[config.mk]
export PLATFORM = sky130hd
export DESIGN_NAME = serial_mag_comp
export DESIGN_NICKNAME = d
export VERILOG_FILES = /design/src/rtl/arith_pkg.sv /design/src/rtl/comp_2.sv /design/src/rtl/serial_mag_comp.sv
export SDC_FILE = /design/constraint.sdc
export NUM_CORES = 1
export LEC_CHECK = 0
export BUFFER_PORTS_ARGS = -buffer_cell sky130_fd_sc_hd__clkbuf_2
export CAP_MARGIN = 20
export CELL_PAD_IN_SITES_DETAIL_PLACEMENT = 1
export CELL_PAD_IN_SITES_GLOBAL_PLACEMENT = 2
export CORE_ASPECT_RATIO = 0.75
export CORE_MARGIN = 4
export CORE_UTILIZATION = 32
export CTS_CLUSTER_DIAMETER = 50
export DETAILED_ROUTE_END_ITERATION = 10
export GPL_TIMING_DRIVEN = 0
export HOLD_SLACK_MARGIN = 0.02
export PLACE_DENSITY_LB_ADDON = 0.1
export SLEW_MARGIN = 20
export SYNTH_ARGS = -nofsm -noshare
export SYNTH_HDL_FRONTEND = slang
export SYNTH_SLANG_ARGS = --single-unit
export TNS_END_PERCENT = 30
[constraint.sdc]
create_clock -name clk -period 2.1 [get_ports clk]
set_input_delay 0.21 -clock clk [delete_from_list [all_inputs] [get_ports clk]]
set_output_delay 0.21 -clock clk [all_outputs]
set_load 0.005 [all_outputs]
[src/rtl/arith_pkg.sv]
// Shared definitions for the iterative (digit-serial) arithmetic blocks.
package arith_pkg;

  // Sequencer states shared by the iterative blocks.
  typedef logic [1:0] state_t;
  localparam state_t StIdle = 2'd0;
  localparam state_t StRun  = 2'd1;
  localparam state_t StDone = 2'd2;

  // Number of 2-bit digits in an operand of the given width.
  function automatic int unsigned num_digits(input int unsigned width);
    return width / 2;
  endfunction

  // Digit counter width: clog2(digits), never narrower than one bit.
  function automatic int unsigned cnt_width(input int unsigned width);
    int unsigned nd;
    nd = width / 2;
    return (nd <= 1) ? 1 : $clog2(nd);
  endfunction

endpackage

[src/rtl/comp_2.sv]
// 2-bit unsigned magnitude comparator used as one digit stage.
module comp_2 (
  input  logic [1:0] A,
  input  logic [1:0] B,
  output logic       L,
  output logic       E,
  output logic       G
);

  assign L = (A < B);
  assign E = (A == B);
  assign G = (A > B);

endmodule

[src/rtl/serial_mag_comp.sv]
// Digit-serial unsigned magnitude comparator: MSB-first, one 2-bit digit per clock,
// stopping at the first unequal digit. WIDTH must be even and at least 2.
module serial_mag_comp
  import arith_pkg::*;
#(
  parameter int unsigned WIDTH = 8
) (
  input  logic             clk,
  input  logic             rst,
  input  logic             start,
  input  logic [WIDTH-1:0] A,
  input  logic [WIDTH-1:0] B,
  output logic             busy,
  output logic             done,
  output logic             L,
  output logic             E,
  output logic             G
);

  localparam int unsigned ND   = num_digits(WIDTH);
  localparam int unsigned CntW = cnt_width(WIDTH);

  state_t            state_q, state_d;
  logic [WIDTH-1:0]  sa_q, sa_d;
  logic [WIDTH-1:0]  sb_q, sb_d;
  logic [CntW-1:0]   cnt_q, cnt_d;
  logic              l_q, l_d;
  logic              e_q, e_d;
  logic              g_q, g_d;
  logic              dig_l, dig_e, dig_g;

  // Digit stage always looks at the current top digit of the shift registers.
  comp_2 u_comp_2 (
    .A (sa_q[WIDTH-1 -: 2]),
    .B (sb_q[WIDTH-1 -: 2]),
    .L (dig_l),
    .E (dig_e),
    .G (dig_g)
  );

  // Next-state: operand load, digit shift/count, and result capture.
  always_comb begin
    state_d = state_q;
    sa_d    = sa_q;
    sb_d    = sb_q;
    cnt_d   = cnt_q;
    l_d     = l_q;
    e_d     = e_q;
    g_d     = g_q;
    unique case (state_q)
      StIdle: begin
        if (start) begin
          sa_d    = A;
          sb_d    = B;
          cnt_d   = CntW'(ND - 1);
          state_d = StRun;
        end
      end
      StRun: begin
        if (!dig_e || (cnt_q == '0)) begin
          l_d     = dig_l;
          e_d     = dig_e;
          g_d     = dig_g;
          state_d = StDone;
        end else begin
          sa_d  = sa_q << 2;
          sb_d  = sb_q << 2;
          cnt_d = cnt_q - 1'b1;
        end
      end
      StDone: begin
        // The DONE->IDLE edge can already accept a new operation back-to-back.
        if (start) begin
          sa_d    = A;
          sb_d    = B;
          cnt_d   = CntW'(ND - 1);
          state_d = StRun;
        end else begin
          state_d = StIdle;
        end
      end
      default: state_d = StIdle;
    endcase
  end

  // State and datapath registers with asynchronous clear.
  always_ff @(posedge clk or posedge rst) begin
    if (rst) begin
      state_q <= StIdle;
      sa_q    <= '0;
      sb_q    <= '0;
      cnt_q   <= '0;
      l_q     <= 1'b0;
      e_q     <= 1'b0;
      g_q     <= 1'b0;
    end else begin
      state_q <= state_d;
      sa_q    <= sa_d;
      sb_q    <= sb_d;
      cnt_q   <= cnt_d;
      l_q     <= l_d;
      e_q     <= e_d;
      g_q     <= g_d;
    end
  end

  assign busy = (state_q != StIdle);
  assign done = (state_q == StDone);
  assign L    = l_q;
  assign E    = e_q;
  assign G    = g_q;

endmodule

# == Word level (Yosys, flattened, before mapping) ==
# Index checks and enable logic that the tools add are counted.
# op_classes
add_sub_neg,1
mul,0
n_div,0
magnitude_cmp,2
n_eq_ne,7
shift,0
muxes,13
bitwise,0
n_reduce_logical,10
# op_table
op,count
$mux W8,4
$pmux W8 S2,2
$mux W2,4
$ne A2 B2 Y1 const B,3
$pmux W2 S3,1
$logic_not A2 Y1,2
$pmux W2 S2,1
$reduce_and A2 Y1,2
$reduce_bool A2 Y1,2
$reduce_and A3 Y1,1
$eq A2 B1 Y1 const B,1
$eq A2 B2 Y1,1
$eq A2 B2 Y1 const B,1
$gt A2 B2 Y1,1
$lt A2 B2 Y1,1
$ne A2 B1 Y1 const B,1
$reduce_or A2 Y1,1
$sub A2 B1 Y2 const B,1
$logic_not A1 Y1,1
$logic_or A1 B1 Y1,1
$mux W1,1
# totals
register_bits,23
latch_bits,0
ram_bits,0
romBits,0
input_bits,19
out_inout_bits,5
word_cells,40
n_memories,0

# == Logic depth before layout (Yosys ltp) ==
# depth
word_depth,5
depth_mapped,7
depth_no_buf,5

# == Cells and area by module ==
# Synthesis repeated with hierarchy kept, for this count alone.
# unflattened
cells_unflattened,89
hier_area_um2,1171.1
# modules_own_cells
mod,n_inst,cells_each,area_per_inst_um2,seq_area_each_um2
serial_mag_comp,1,80,1108.6,575.6
comp_2,1,9,62.6,0.0

# == Worst setup path after synthesis ==
# No wires, ideal clock.
# synth_timing
kind,register to register
from,reg cnt_q[0]
to,reg sa_q[2]
setup_time_ps,77
arrival_time_ps,1421
required_time_ps,2023
path_slack_ps,601
stages_incl_launch_ff,8
path_buffers,2
period_less_slack_ps,1499
cell_sequence,dfrtp_1 -> inv_1 -> ha_1 -> nand3b_2 -> or2_1 -> buf_6 -> buf_6 -> a21oi_1
# synth_via
elab_chain_cells,4
# synth_rtl
element,line_no,source
"start, declared",serial_mag_comp.sv:26,"logic [CntW-1:0] cnt_q, cnt_d;"
"start signal, assigned",serial_mag_comp.sv:100,cnt_q <= cnt_d;
$logic_not A2 Y1,serial_mag_comp.sv:60,if (!dig_e || (cnt_q == '0)) begin
$logic_or A1 B1 Y1,serial_mag_comp.sv:60,
$ne A2 B2 Y1 (no source line),-,
$reduce_and A3 Y1 (no source line),-,
"end signal, assigned",serial_mag_comp.sv:90,sa_q <= '0;
"end signal, assigned",serial_mag_comp.sv:98,sa_q <= sa_d;
"end, declared",serial_mag_comp.sv:24,"logic [WIDTH-1:0] sa_q, sa_d;"
# Every way passes these cells.
# A chain may end at the register's enable or synchronous reset.

# == Final worst setup path ==
# layout_timing
from,reg cnt_q[0]
to,reg sa_q[4]
# The elaborated chain is that of the path after synthesis.

==> out/qor_table.md <==
| Stage | Item | This run |
|---|---|---|
| status | Outcome | finished, final reports clean |
| yosys | Share of synthesized area occupied by flip-flops and latches | 0.529 |
| worst setup path | End of the worst register-to-register path | sa_q[4]$_DFFE_PP0P_ |
| worst setup path | Worst path slowest cell | sky130_fd_sc_hd__dfrtp_1 |
| sta | Worst slew slack as a fraction of its limit | 0.379 |
| sta | Tcrit/Tclk final | 0.863 |
| cts | TritonCTS clock tree | done |
| sta | Pins Over Slew Limit | 0 |
| pwr | Net switching power of the design | 0.838 mW |
| final layout | Final standard cell count with taps included and fillers excluded | 177 |
| yosys | Main combinational cell family by area after synthesis | compound AO/OA/AOI/OAI gates |
| global routing | Met1 Track Usage GR | 0.213 |
| global routing | Total congestion overflow after global routing | 0 |
| pwr | Cell Int Power | 1.15 mW |
| floorplanning | Effective utilization at floorplan | 0.331 |
| yosys | Area fraction in and, or, nand and nor cells after synthesis | 0.145 |
| pwr | Largest vdd supply drop | 477 uV |
| global routing | Global Route met2 Usage | 0.229 |
| detailed routing | Number of nets with antenna violations after detailed routing | 0 |
| final layout | Diode insertion count for antenna repair | 0 |
| floorplanning | Chip Height | 58.5 um |
| yosys | Warnings, synthesis | 0 |
| detailed routing | 1st-iter DRT viols | 37 |
| sta | Endpoints failing setup | 0 |
| final layout | Cell area after layout | 0.00130 mm^2 |
| hold path | Class of the worst hold path | primary input to asynchronous set/reset pin |
| detailed routing | Routed wire length | 2870 um |
| global routing | GR peak layer | met2 |
| cts | Clock Tree Root | sky130_fd_sc_hd__clkbuf_8 |
| yosys | Seq cells post-synth | 23 |
| place | Final estimated routing congestion in global placement | 0.692 |
| cts | Clock Latency Late Sink | 260 ps |
| pwr | Switching power as a share of total power | 0.421 |
| detailed routing | Length of the first detailed-routing pass in iterations | 3 |
| sta | Pin slew with the least headroom to its limit | 931 ps |
| final layout | Ratio of cells with drive above 1 in the final layout | 0.255 |
| sta | Final-layout setup total negative slack | 0 ps |
| cts | Post-CTS Repair Setup Buffers | 0 |
| floorplanning | Width of the die | 75.3 um |
| worst setup path | Nature of the critical path startpoint | register |
| global routing | Via count of the first global-routing pass | 1,003 |
| worst setup path | Critical register-to-register path startpoint | cnt_q[0]$_DFFE_PP0P_ |
| worst setup path | Maximum fanout count along the critical path | 10 |
| worst setup path | CP delay by family, top | flip-flops |
| cts | CTS Hold Bufs | 0 |
| yosys | Post-Syn Nets | 132 |
| pwr | Standby leakage power | 0.606 nW |
| global routing | Pin count of the biggest net entering global routing | 24 |
| yosys | Mean Syn Cell Area | 9.88 um^2 |
| pwr | Register share of total power | 0.394 |
| global routing | Wire length of the first global-routing pass | 4860 um |
| yosys | Xor and xnor area share after synthesis | 0 |
| yosys | Post-synthesis adder-cell area fraction | 0.0345 |
| sta | Worst hold slack across all endpoints | 121 ps |
| run | Number of violations of the max-capacitance limit | 0 |
| sta | Setup repair after global routing missed its margin | no |
| pwr | Power density over the cells | 1530 mW/mm^2 |
| global routing | Overall routing resource usage | 0.148 |
| detailed routing | Routed len/inst | 16.2 um |
| place | Post-detailed-placement cell area | 0.00125 mm^2 |
| worst setup path | Data arrival time of the worst path | 1960 ps |
| place | Number of instances in the placed design | 173 |
| worst setup path | Crit end category | register |
| place | I/O Buffers | 23 |
| floorplanning | Number of placement rows | 18 |
| worst setup path | Crit path kind | register to register |
| worst setup path | R2r setup slk | 290 ps |
| floorplanning | Placeable Area | 0.00329 mm^2 |
| worst setup path | WP buf/inv | 2 |
| sta | Final worst clock skew | 2.80 ps |
| worst setup path | Data required time at the worst endpoint | 2250 ps |
| detailed routing | Via count normalized by instance count | 5.11 |
| cts | TritonCTS sink count | 23 |
| cts | Clock buffer count from CTS | 3 |
| final layout | Post-synthesis to final-layout area growth | 19.3% |
| pwr | Part of the power in the clock network | 0.141 |
| detailed routing | Routed via count | 905 |
| yosys | Synthesized-area fraction occupied by ao, oa, aoi and oai cells | 0.215 |
| cts | Maximum buffer depth of the clock tree | 2 |
| global routing | Initial antenna violation count | 0 |
| detailed routing | DRC errors left | 0 |
| final layout | Final Net Count | 160 |
| floorplanning | I/O pin count | 24 |
| yosys | Multiplexer share of the synthesized area | 0.0104 |
| yosys | Post-Synthesis Cells | 110 |
| worst setup path | Delay contributed by the slowest stage of the critical path | 400 ps |
| place | Placed wire-length estimate | 2130 um |
| cts | CTS clock-pin slew for the worst setup and hold paths | 80 ps |
| sta | Post-route minimum period | 1810 ps |
| worst setup path | List of cells traversed by the critical path | inv_1 > ha_1 > nand3b_2 > clkbuf_1 > o32ai_1 > a21oi_1 |
| sta | Maximum clock frequency | 552 MHz |
| cts | Number of instances resized during post-cts repair | 0 |
| yosys | Post-synth cell types | 24 |
| sta | Total count of hold-check failures in the final report | 0 |
| global routing | Met3 routing resource usage after global routing | 0.0392 |
| pwr | Combinational group share of total power | 0.465 |
| yosys | Cell area after synthesis | 0.00109 mm^2 |
| floorplanning | Area enclosed by the die boundary | 0.00440 mm^2 |
| cts | Total number of H-tree levels | 1 |
| worst setup path | Number of cells on the worst reg-to-reg path | 6 |
## Yosys cell counts
cell | instances | share of area
sky130_fd_sc_hd__inv_1 | 7 | 0.024
sky130_fd_sc_hd__nand2b_2 | 1 | 0.0081
sky130_fd_sc_hd__o2bb2ai_1 | 1 | 0.0081
sky130_fd_sc_hd__dfrtp_1 | 23 | 0.53
sky130_fd_sc_hd__ha_1 | 3 | 0.035
sky130_fd_sc_hd__buf_2 | 3 | 0.014
sky130_fd_sc_hd__nand2_1 | 12 | 0.041
sky130_fd_sc_hd__o32ai_1 | 12 | 0.097
sky130_fd_sc_hd__buf_6 | 2 | 0.021
sky130_fd_sc_hd__or2_1 | 1 | 0.0058
sky130_fd_sc_hd__nand3b_2 | 1 | 0.010
sky130_fd_sc_hd__nor2b_1 | 1 | 0.0058
sky130_fd_sc_hd__mux2_2 | 1 | 0.010
sky130_fd_sc_hd__o22ai_1 | 1 | 0.0058
sky130_fd_sc_hd__nand2b_1 | 1 | 0.0058
sky130_fd_sc_hd__clkbuf_1 | 2 | 0.0069
sky130_fd_sc_hd__and2b_1 | 2 | 0.014
sky130_fd_sc_hd__nor2_1 | 11 | 0.038
sky130_fd_sc_hd__o21ai_0 | 6 | 0.028
sky130_fd_sc_hd__or3_1 | 1 | 0.0058
sky130_fd_sc_hd__or2_2 | 1 | 0.0058
sky130_fd_sc_hd__nor3_1 | 1 | 0.0046
sky130_fd_sc_hd__a21oi_1 | 13 | 0.060
sky130_fd_sc_hd__a31oi_1 | 3 | 0.017
## per-stage QoR
stage,utilization,power [mW],setup slack [ps]
floorplan,-,1.42,601
global placement,0.381,1.68,352
detailed placement,0.381,1.73,292
CTS,0.395,2.02,279
global route,0.395,2.18,136
finish,0.395,1.99,288
## routing by layer
layer  part of all wire  routed length (um)
met4             0.0045                  13
met2               0.45                1300
met5                  0                   0
met3              0.043                 122
met1               0.50                1430
## worst reg2reg max path, cell delays in order, from the launching register on
cell,delay [ps]
sky130_fd_sc_hd__dfrtp_1,400
sky130_fd_sc_hd__inv_1,60
sky130_fd_sc_hd__ha_1,200
sky130_fd_sc_hd__nand3b_2,320
sky130_fd_sc_hd__clkbuf_1,320
sky130_fd_sc_hd__o32ai_1,320
sky130_fd_sc_hd__a21oi_1,70
## kinds of logic after synthesis
| family | after synthesis |
|---|---|
| AOI/OAI and AO/OA | 36 |
| adders and majority gates | 3 |
| buffers and inverters | 14 |
| DFF | 23 |
| muxes | 1 |
| and+or+nand+nor | 33 |
## state kept, by name, summed over array words and instances (netlist names)
| signal | count |
|---|---|
| cnt_q | 2 |
| state_q | 2 |
| E | 1 |
| sb_q | 8 |
| sa_q | 8 |
| L | 1 |
| G | 1 |
## cells in the final DEF, fill, tap and decap left out
| master | count |
|---|---|
| sky130_fd_sc_hd__nor2_1 | 11 |
| sky130_fd_sc_hd__nand3b_2 | 1 |
| sky130_fd_sc_hd__o22ai_1 | 1 |
| sky130_fd_sc_hd__clkbuf_2 | 23 |
| sky130_fd_sc_hd__nor3_1 | 1 |
| sky130_fd_sc_hd__or3_1 | 1 |
| sky130_fd_sc_hd__clkbuf_8 | 3 |
| sky130_fd_sc_hd__o2bb2ai_1 | 1 |
| sky130_fd_sc_hd__nand2b_2 | 1 |
| sky130_fd_sc_hd__nand2_1 | 12 |
| sky130_fd_sc_hd__inv_1 | 7 |
| sky130_fd_sc_hd__mux2_2 | 1 |
| sky130_fd_sc_hd__o32ai_1 | 12 |
| sky130_fd_sc_hd__a31oi_1 | 3 |
| sky130_fd_sc_hd__buf_2 | 3 |
| sky130_fd_sc_hd__ha_1 | 3 |
| sky130_fd_sc_hd__nor2b_1 | 1 |
| sky130_fd_sc_hd__buf_6 | 2 |
| sky130_fd_sc_hd__nand2b_1 | 1 |
| sky130_fd_sc_hd__a21oi_1 | 13 |
| sky130_fd_sc_hd__dfrtp_1 | 23 |
| sky130_fd_sc_hd__o21ai_0 | 6 |
| sky130_fd_sc_hd__or2_2 | 1 |
| sky130_fd_sc_hd__clkbuf_1 | 3 |
| sky130_fd_sc_hd__or2_1 | 1 |
| sky130_fd_sc_hd__and2b_1 | 2 |
## area by class of cell
class / count / area (um^2)
plain buffers: 7 / 45.0
flip-flops and latches: 23 / 576
inverters: 7 / 26.3
multi-input cells: 73 / 440
well taps: 40 / 50.0
fillers: 407 / 1990
repair buffers: 23 / 115
clock buffers: 4 / 45.0
## power by group through the flow
stage               registers, mW  clock network [mW]  logic, mW
detailed placement          0.798                   0      0.934
global route                0.817               0.309       1.06
global placement            0.782                   0      0.901
floorplan                   0.753                   0      0.668
CTS                         0.790               0.291      0.936
finish                      0.784               0.281      0.926
## worst max path at each step
| stage | cells past startpoint | from | slack, ps | end |
|---|---|---|---|---|
| final | 6 | cnt_q[0]$_DFFE_PP0P_ | 290 | sa_q[4]$_DFFE_PP0P_ |
| after global routing | 6 | cnt_q[0]$_DFFE_PP0P_ | 140 | sa_q[4]$_DFFE_PP0P_ |
| after CTS | 6 | cnt_q[0]$_DFFE_PP0P_ | 280 | sb_q[5]$_DFFE_PP0P_ |
| after detailed placement | 6 | cnt_q[0]$_DFFE_PP0P_ | 290 | sa_q[4]$_DFFE_PP0P_ |
| after global placement | 6 | cnt_q[0]$_DFFE_PP0P_ | 350 | sa_q[4]$_DFFE_PP0P_ |
| after floorplan | 7 | cnt_q[0]$_DFFE_PP0P_ | 600 | sa_q[2]$_DFFE_PP0P_ |
Note: power is estimated with default switching activity, not from simulation.
